## config.mk

```make
export PLATFORM = sky130hd
export DESIGN_NAME = game_io_ctrl
export DESIGN_NICKNAME = d
export VERILOG_FILES = /design/src/rtl/game_io_pkg.sv /design/src/rtl/game_io_ctrl_tracker.sv /design/src/rtl/game_io_ctrl.sv
export SDC_FILE = /design/constraint.sdc
export NUM_CORES = 1
export LEC_CHECK = 0
export BUFFER_PORTS_ARGS = -buffer_cell sky130_fd_sc_hd__buf_4
export CAP_MARGIN = 40
export CORE_MARGIN = 5
export CORE_UTILIZATION = 50
export DETAILED_ROUTE_END_ITERATION = 8
export GPL_TIMING_DRIVEN = 0
export PLACE_DENSITY = 0.84
export SLEW_MARGIN = 20
export SYNTH_ARGS = -nofsm -noshare
export SYNTH_HDL_FRONTEND = slang
export SYNTH_SLANG_ARGS = --single-unit
```

## constraint.sdc

```tcl
create_clock -name clock -period 3.5 [get_ports clock]
set_input_delay 0.35 -clock clock [delete_from_list [all_inputs] [get_ports clock]]
set_output_delay 0.35 -clock clock [all_outputs]
set_load 0.02 [all_outputs]
```

## src/rtl/game_io_pkg.sv

```systemverilog
// Shared types, constants and slot helpers for the game register controller.
package game_io_pkg;

  typedef enum logic [1:0] {
    IDLE = 2'd0,
    RUN  = 2'd1,
    OVER = 2'd2
  } state_t;

  localparam int             NUM_SLOTS = 9;
  localparam int             SLOT_W    = 4;
  localparam logic [SLOT_W-1:0] SLOT_NONE = 4'd9;
  localparam int             TIMER_W   = 32;

  function automatic logic slot_valid(input logic [SLOT_W-1:0] slot);
    return (slot < SLOT_W'(NUM_SLOTS));
  endfunction

  // Any register value outside 0..8 (upper bits included) means "no target".
  function automatic logic [SLOT_W-1:0] decode_slot(input logic [31:0] reg_value);
    return (reg_value < 32'(NUM_SLOTS)) ? reg_value[SLOT_W-1:0] : SLOT_NONE;
  endfunction

  function automatic logic [SLOT_W-1:0] lowest_set(input logic [NUM_SLOTS-1:0] bits);
    logic [SLOT_W-1:0] result;
    result = SLOT_NONE;
    for (int k = NUM_SLOTS - 1; k >= 0; k--) begin
      if (bits[k]) begin
        result = SLOT_W'(k);
      end
    end
    return result;
  endfunction

endpackage

```

## src/rtl/game_io_ctrl_tracker.sv

```systemverilog
// One target slot: remembers the last slot seen, runs its countdown and keeps the sticky hit flag.
module target_tracker
  import game_io_pkg::*;
#(
  parameter int TARGET_TICKS = 1500
) (
  input  logic               clock,
  input  logic               ctrl_reset_n,
  input  logic [SLOT_W-1:0]  slot_in,
  input  logic               tick,
  input  logic               run,
  input  logic               new_game,
  input  logic               game_end,
  input  logic               press_valid,
  input  logic [SLOT_W-1:0]  press_slot,
  output logic [TIMER_W-1:0] timer,
  output logic               hit
);

  logic [SLOT_W-1:0]  slot_r, slot_n;
  logic [TIMER_W-1:0] timer_r, timer_n;
  logic               hit_r, hit_n;

  // A slot change overrides both the tick and any coincident hit.
  always_comb begin
    slot_n  = slot_r;
    timer_n = timer_r;
    hit_n   = hit_r;
    if (slot_in != slot_r) begin
      slot_n  = slot_in;
      hit_n   = 1'b0;
      timer_n = slot_valid(slot_in) ? TIMER_W'(TARGET_TICKS) : {TIMER_W{1'b0}};
    end else begin
      if (game_end) begin
        timer_n = {TIMER_W{1'b0}};
      end else if (run && tick && (timer_r != {TIMER_W{1'b0}})) begin
        timer_n = timer_r - TIMER_W'(1);
      end else begin
        timer_n = timer_r;
      end
      if (new_game) begin
        hit_n = 1'b0;
      end else if (run && press_valid && slot_valid(slot_r) && (press_slot == slot_r)) begin
        hit_n = 1'b1;
      end else begin
        hit_n = hit_r;
      end
    end
  end

  // Tracker state register.
  always_ff @(posedge clock or negedge ctrl_reset_n) begin
    if (!ctrl_reset_n) begin
      slot_r  <= SLOT_NONE;
      timer_r <= {TIMER_W{1'b0}};
      hit_r   <= 1'b0;
    end else begin
      slot_r  <= slot_n;
      timer_r <= timer_n;
      hit_r   <= hit_n;
    end
  end

  assign timer = timer_r;
  assign hit   = hit_r;

endmodule

```

## src/rtl/game_io_ctrl.sv

```systemverilog
// Game register controller: FSM, tick prescaler, game timer, button sync/edge detect and two target trackers.
module game_io_ctrl
  import game_io_pkg::*;
#(
  parameter int TICK_DIV     = 50000,
  parameter int GAME_TICKS   = 60000,
  parameter int TARGET_TICKS = 1500
) (
  input  logic                 clock,
  input  logic                 ctrl_reset_n,
  input  logic                 start,
  input  logic [NUM_SLOTS-1:0] buttons,
  input  logic [31:0]          t1active_read,
  input  logic [31:0]          t2active_read,
  output logic [31:0]          bp_write,
  output logic [31:0]          t1hit_write,
  output logic [31:0]          t2hit_write,
  output logic [31:0]          timer1_write,
  output logic [31:0]          timer2_write,
  output logic [31:0]          gametimer_write,
  output logic                 game_over
);

  state_t               state_r, state_n;
  logic [TIMER_W-1:0]   presc_r, gametimer_r;
  logic [NUM_SLOTS-1:0] sync1_r, sync2_r, prev_r, rise_r;
  logic                 bp_seen_r, game_over_r;
  logic [SLOT_W-1:0]    bp_slot_r;
  logic                 run_s, tick_s, game_end_s, new_game_s, press_valid_s;
  logic [SLOT_W-1:0]    press_slot_s;
  logic                 hit1_s, hit2_s;

  assign run_s         = (state_r == RUN);
  assign tick_s        = run_s && (presc_r == TIMER_W'(TICK_DIV - 1));
  assign game_end_s    = tick_s && (gametimer_r == TIMER_W'(1));
  assign press_valid_s = |rise_r;
  assign press_slot_s  = lowest_set(rise_r);

  // Next-state logic; start is only honoured outside RUN.
  always_comb begin
    state_n    = state_r;
    new_game_s = 1'b0;
    case (state_r)
      IDLE, OVER: begin
        if (start) begin
          state_n    = RUN;
          new_game_s = 1'b1;
        end else begin
          state_n = state_r;
        end
      end
      RUN: begin
        if (game_end_s) begin
          state_n = OVER;
        end else begin
          state_n = RUN;
        end
      end
      default: state_n = IDLE;
    endcase
  end

  // FSM, prescaler and game timer.
  always_ff @(posedge clock or negedge ctrl_reset_n) begin
    if (!ctrl_reset_n) begin
      state_r     <= IDLE;
      presc_r     <= {TIMER_W{1'b0}};
      gametimer_r <= {TIMER_W{1'b0}};
      game_over_r <= 1'b0;
    end else begin
      state_r     <= state_n;
      game_over_r <= (state_n == OVER);
      if (new_game_s) begin
        presc_r     <= {TIMER_W{1'b0}};
        gametimer_r <= TIMER_W'(GAME_TICKS);
      end else if (run_s) begin
        presc_r <= tick_s ? {TIMER_W{1'b0}} : presc_r + TIMER_W'(1);
        if (tick_s) begin
          gametimer_r <= gametimer_r - TIMER_W'(1);
        end
      end
    end
  end

  // Two-flop synchroniser, then a registered rising-edge detect (press visible three edges after the pin).
  always_ff @(posedge clock or negedge ctrl_reset_n) begin
    if (!ctrl_reset_n) begin
      sync1_r <= {NUM_SLOTS{1'b0}};
      sync2_r <= {NUM_SLOTS{1'b0}};
      prev_r  <= {NUM_SLOTS{1'b0}};
      rise_r  <= {NUM_SLOTS{1'b0}};
    end else begin
      sync1_r <= buttons;
      sync2_r <= sync1_r;
      prev_r  <= sync2_r;
      rise_r  <= sync2_r & ~prev_r;
    end
  end

  // Last press register, reported in every state.
  always_ff @(posedge clock or negedge ctrl_reset_n) begin
    if (!ctrl_reset_n) begin
      bp_seen_r <= 1'b0;
      bp_slot_r <= {SLOT_W{1'b0}};
    end else if (press_valid_s) begin
      bp_seen_r <= 1'b1;
      bp_slot_r <= press_slot_s;
    end
  end

  target_tracker #(.TARGET_TICKS(TARGET_TICKS)) u_track1 (
    .clock        (clock),
    .ctrl_reset_n (ctrl_reset_n),
    .slot_in      (decode_slot(t1active_read)),
    .tick         (tick_s),
    .run          (run_s),
    .new_game     (new_game_s),
    .game_end     (game_end_s),
    .press_valid  (press_valid_s),
    .press_slot   (press_slot_s),
    .timer        (timer1_write),
    .hit          (hit1_s)
  );

  target_tracker #(.TARGET_TICKS(TARGET_TICKS)) u_track2 (
    .clock        (clock),
    .ctrl_reset_n (ctrl_reset_n),
    .slot_in      (decode_slot(t2active_read)),
    .tick         (tick_s),
    .run          (run_s),
    .new_game     (new_game_s),
    .game_end     (game_end_s),
    .press_valid  (press_valid_s),
    .press_slot   (press_slot_s),
    .timer        (timer2_write),
    .hit          (hit2_s)
  );

  assign bp_write        = {27'd0, bp_seen_r, bp_slot_r};
  assign t1hit_write     = {31'd0, hit1_s};
  assign t2hit_write     = {31'd0, hit2_s};
  assign gametimer_write = gametimer_r;
  assign game_over       = game_over_r;

endmodule
```

======== Word level (Yosys, flattened, before mapping) ========
Cells that the tools add are included.
operators by class
  reductions and logical operators ........ 22
  equality and inequality tests ........... 9
  muxes and demuxes ....................... 36
  magnitude comparators ................... 6
  add/subtract/negate cells ............... 4
  bitwise logic cells ..................... 2
operators by type and width
  cell                                                  count
  two-way mux 32 bit                                    12
  subtractor 32 x 1 -> 32 bit (second input constant)   3
  < comparator 32 x 4 -> 1 bit (second input constant)  2
  nonzero test 32 bit                                   2
  two-way mux 4 bit                                     10
  adder 32 x 1 -> 32 bit (second input constant)        1
  == test 32 x 1 -> 1 bit (second input constant)       1
  == test 32 x 16 -> 1 bit (second input constant)      1
  two-way mux 11 bit                                    2
  < comparator 4 bit (second input constant)            4
  nonzero test 3 bit                                    4
  logical AND 1 bit                                     10
  AND 9 bit                                             1
  two-way mux 1 bit                                     9
  NOT 9 bit                                             1
  OR reduction 9 bit                                    1
  == test 4 bit                                         2
  inequality test 4 bit                                 2
  == test 2 bit (second input constant)                 2
  two-way mux 2 bit                                     2
  one-hot mux 2 bit (2 select lines)                    1
  nonzero test 2 bit                                    2
  == test 2 x 1 -> 1 bit (second input constant)        1
  logical NOT 2 bit                                     1
  2 further kinds                                       2
word-level totals
  register bits after elaboration ......... 182
  output and inout port bits .............. 193

======== Longest topological paths before layout ========
  depth after elaboration ................. 14
  depth in mapped cells ................... 10

======== Modules after synthesis ========
A second synthesis with hierarchy kept.
unflattened totals
  cells, all modules ...................... 1035
  area, all modules ....................... 9929.5 um^2
by module, submodules not included
  module                      times used  cells each  sequential area each (um^2)  area each (um^2)
  game_io_ctrl                1           571         2702.6                       5606.6
  target_tracker at u_track2  1           241         928.4                        2224.6
  target_tracker at u_track1  1           223         928.4                        2098.3

======== Worst setup path after synthesis ========
Ideal clock, no wire load.
  path kind ............................... reg2reg
  start point ............................. reg gametimer_r[3] (netlist: gametimer_write[3])
  end point ............................... reg u_track2.timer_r[6] (netlist: u_track2.timer[6])
  path slack .............................. 0.763 ns
  period minus slack after synthesis ...... 2.737 ns
  stages on the path, launching flop included .. 8
  setup time .............................. 0.132 ns
  arrival time ............................ 2.605 ns
  buffers on the path ..................... 1
  cell sequence ........................... dfrtp_1 or4_1 or4b_1 or4_4 or2_4 clkbuf_1 a31oi_1 a211oi_2
between the ends
  longest elaborated chain between the ends .. 4
  elaborated cells on any way between the ends .. 5
  those cells by class .................... 1 x eq/ne; 2 x mux; 2 x reduce/logical
ends and longest elaborated chain
  item                         RTL line                    source
  start: declaration           game_io_ctrl.sv:25          logic [TIMER_W-1:0] presc_r, gametimer_r;
  start signal: assignment     game_io_ctrl.sv:68          gametimer_r <= {TIMER_W{1'b0}};
  start signal: assignment     game_io_ctrl.sv:75          gametimer_r <= TIMER_W'(GAME_TICKS);
  start signal: assignment     game_io_ctrl.sv:79          gametimer_r <= gametimer_r - TIMER_W'(1);
  == test 32 x 1 -> 1 bit (*)  game_io_ctrl.sv:35          assign game_end_s = tick_s && (gametimer_r == TIMER_W'(1));
  logical AND 1 bit (*)        game_io_ctrl.sv:35
  two-way mux 32 bit           game_io_ctrl_tracker.sv:34  if (game_end) begin
  two-way mux 32 bit           game_io_ctrl_tracker.sv:29  if (slot_in != slot_r) begin
  end signal: assignment       game_io_ctrl_tracker.sv:55  timer_r <= {TIMER_W{1'b0}};
  end signal: assignment       game_io_ctrl_tracker.sv:59  timer_r <= timer_n;
  end: declaration             game_io_ctrl_tracker.sv:21  logic [TIMER_W-1:0] timer_r, timer_n;
Every way passes the cells marked *; elsewhere a longest branch is shown, timed or not.
A chain may end at the register's enable or synchronous reset.

======== Worst setup path in the final report ========
  start point ............................. reg presc_r[10]
  end point ............................... reg u_track2.timer_r[8] (netlist: u_track2.timer[8])
between the ends
  longest elaborated chain between the ends .. 5
  elaborated cells on any way between the ends .. 8
  those cells by class .................... 1 x eq/ne; 2 x mux; 5 x reduce/logical
ends and longest elaborated chain
  item                                                      RTL line                                                source
  start: declaration                                        game_io_ctrl.sv:25
  start signal: assignment                                  game_io_ctrl.sv:67                                      presc_r <= {TIMER_W{1'b0}};
  start signal: assignment                                  game_io_ctrl.sv:74                                      presc_r <= {TIMER_W{1'b0}};
  start signal: assignment                                  game_io_ctrl.sv:77                                      presc_r <= tick_s ? {TIMER_W{1'b0}} : presc_r + TIMER_W'(1);
  == test 32 x 16 -> 1 bit (*)                              game_io_ctrl.sv:34                                      assign tick_s = run_s && (presc_r == TIMER_W'(TICK_DIV - 1));
  logical AND 1 bit (*)                                     game_io_ctrl.sv:34
  logical AND 1 bit, on equally long branches               game_io_ctrl.sv:35, game_io_ctrl_tracker.sv:36
  two-way mux 32 bit or logical AND 1 bit (tied branches)   game_io_ctrl_tracker.sv:34, game_io_ctrl_tracker.sv:36
  two-way mux 32 bit or nonzero test 3 bit (tied branches)  n/a
Marked as above.

==> impl_metrics.toml <==
[yosys]
syn-mean-instance-area_um2 = 9.54
synth-seq-area-share_pct = 46.3
gate_count_after_technology_mapping = 1033
netlist-cell-type-count = 64
ys_ff_latch = 182
synth_top_cells_by_area = "dfrtp_1 (45%), buf_4 (7.0%), xor2_1 (4.4%)"
synth_warnings = 0
synth-async-reset-ratio_pct = 100
synth_edf_count = 0
synth_area_um2 = 9850
synth_top_area_share_pct = 45.2
synthDominantAreaCellType = "dfrtp_1"
synth_flop_cell = "dfrtp_1"

[layout]
fin_nets = 1416
layout-drive-gt1-share_pct = 25.6
final_util_pct = 64.9
area_growth_from_synthesis_to_layout_pct = 28.1
final_cells = 1611
antennaDiodeCount = 0

[drt]
routed.top_layer = "met4"
detail_route.wirelength.met1_um = 10600
drtIter0Drc = 600
via_count = 8831
drt-vias-per-instance = 5.48
drc_errors = 0
wirelength_um = 26200
drt-pass1-iter-count = 6
sum_of_met3_wire_segment_lengths_after_detailed_routing_um = 1930
wl_met2_um = 13300
avgRoutedWirePerCell_um = 16.3
ant_nets = 0

[die]
die_height_um = 150
floorplan.initialDensity_pct = 50.6
floorplan.die.width_um = 150
placement_rows = 51
core_area_um2 = 19500
die-area_um2 = 22600
io_pins = 269

[placed_design]
port_buffers = 179
routabilityCongestion = 0.904
place_hpwl_um = 19100
dp_slack_ns = -0.124
placed_cells_incl_taps = 1567

[sta]
setup_tns_ns = 0
fmaxAchievable_mhz = 309
tightestPinTransition_ns = 0.881
setup_viol = 0
final_period_minus_worst_setup_slack_ns = 3.24
fin_worst_skew_ns = 0.00975
max-slew-margin-rel_pct = 40.7
timing_hold_violations_final = 0
layout_setup_ws_ns = 0.260
rsz0062_at_grt = "no"
timing.final.crit_share_pct = 92.6
finalMaxSlewViolations = 0

[global_routing]
first_global_vias = 8595
wire_length_of_the_first_global_routing_pass_um = 42200
initial_antenna_violation_count = 0
grt_remaining_overflow = 0
grt_usage_pct = 23.1
maximum_number_of_pins_on_one_net_before_global_route_repair = 95

[job]
drv.max_cap_violation_count = 0

[worst_setup_path]
critPathLaunchType = "register"
worst-r2r-setup-slack_ns = 0.26
critical_path.top_delay_family = "simple AND/OR/NAND/NOR gates"
critical_path_arrival_ns = 3.56
worst_path_most_repeated_cell = "nand4_1"
critical_path.cell_chain = "nor4b_1 > nand4_1 > nor3_2 > clkbuf_2 > buf_1 > nand4_1 > a31oi_1 > a211oi_2"
cp_data_required_time_ns = 3.82
cp-end-kind = "register"
critical-path-max-stage-delay_ns = 0.51
criticalPathCategory = "register to register"
slowest_stage = "nor3_2"
critical_path.n_buffers_inverters = 2
crit_fanout = 10

[clock_tree]
clkLatencyLatePin_ns = 0.44
root_buffer = "clkbuf_16"
cts.clk_slew.worst_paths_ns = 0.07
cts_num_sinks = 182
clock_buffers_created_by_tritoncts = 17
max_clock_buf_depth = 2
cts_htree_levels = 4
tritoncts_clock_tree = "yes"

[run_status]
status = "complete, no violations"

[hold_path]
timing.hold.worst.class = "input port to register"

[power]
power.leakage_uw = 0.00612
pwr_density_cell_nw_per_um2 = 382
vdd_drop_max_uv = 375
-- layout by cell type, fill, tap and decap left out, types with 14 or more instances in the layout --
master and instances:
a21oi_1 53, and2_1 14, buf_4 270, clkbuf_1 17, clkbuf_16 17, conb_1 89, dfrtp_1 178, nand2_1 42
nand3_1 39, nand4_1 34, nor2_1 104, nor2b_1 14, nor3_1 29, nor4_1 46, o21ai_0 48, or3_1 54
or4_1 27, xnor2_1 17, xor2_1 50
-- synth_stat cells (all sizes together), types with 30 or more instances --
master	n
nor3	30
nand2	42
or3	54
a21oi	53
nor4	47
nor2	104
buf	103
nand3	40
o21ai	48
nand4	34
dfrtp	178
xor2	50
-- flip-flops by register name, indices dropped and copies added, names as in the netlist, 2 cells and up --
register and flops:
state_r 2, bp_slot_r 4, u_track1.slot_r 4, u_track2.slot_r 4, sync1_r 9, presc_r 32
u_track1.timer 32, prev_r 9, u_track2.timer 32, sync2_r 9, rise_r 9, gametimer_write 32
-- final cells by class --
class | count | area (um^2)
buffer | 122 | 823
clock buffer | 17 | 425
clock inverter | 15 | 174
fill | 1579 | 6840
inverter | 13 | 48.8
multi-input combinational | 804 | 4770
sequential | 182 | 4560
tap | 265 | 332
timing repair buffer | 193 | 1490
-- layer usage --
metal	GRT usage [%]	vias up
met4	6.40	0
li1	-	4213
met2	39.3	355
met3	5.66	42
met5	0	-
met1	29.6	4221
-- stage by stage --
stage / hold slack, ns / total power, uW / area [um^2]
after floorplan: 0.0544 / 2690 / 10200
after global placement: 0.332 / 2900 / 11900
after detailed placement: 0.335 / 2930 / 11900
after CTS: 0.000292 / 4830 / 12500
after global routing: 0.136 / 5020 / 12600
final: 0.144 / 4820 / 12600
-- kinds of logic (layout without fill, tap and decap cells) --
logic type      after synthesis  in the layout  share of synthesized area [%]
compound gates              169            169                           11.0
buf+inv                     135            360                           8.83
fa+ha+maj                     7              7                          0.889
other cells                   1             89                         0.0381
flops                       182            182                           46.3
mux                           5              5                          0.533
simple gates                467            467                           26.5
xor+xnor                     67             67                           5.96
-- path summary, 6_finish.rpt --
path,startpoint,cells after the start,end
min reg2reg,sync1_r[0]$_DFF_PN0_,0,sync2_r[0]$_DFF_PN0_
min,t2active_read[3],2,u_track2.slot_r[3]$_DFFE_PN1P_
max,presc_r[10]$_DFFE_PN0P_,8,u_track2.timer[8]$_DFFE_PN0P_
min in group asynchronous,ctrl_reset_n,2,u_track1.timer[16]$_DFFE_PN0P_
max in group asynchronous,ctrl_reset_n,3,u_track1.slot_r[3]$_DFFE_PN1P_
max reg2reg,presc_r[10]$_DFFE_PN0P_,8,u_track2.timer[8]$_DFFE_PN0P_
-- power by group --
part           internal [uW]  switching, uW  total [uW]
clock network            967            938        1910
logic                    265            374         639
registers               2180           92.3        2280
-- what timing repair did --
| item | CTS | global route |
|---|---|---|
| hold buffers | 2 | 8 |
| setup endpoints to repair | 15 | 24 |
| setup buffers | 0 | 0 |
| gates resized for setup | 1 | 6 |
| endpoints found under the hold margin | 89 | 8 |
Note: power is estimated with default switching activity, not from simulation.
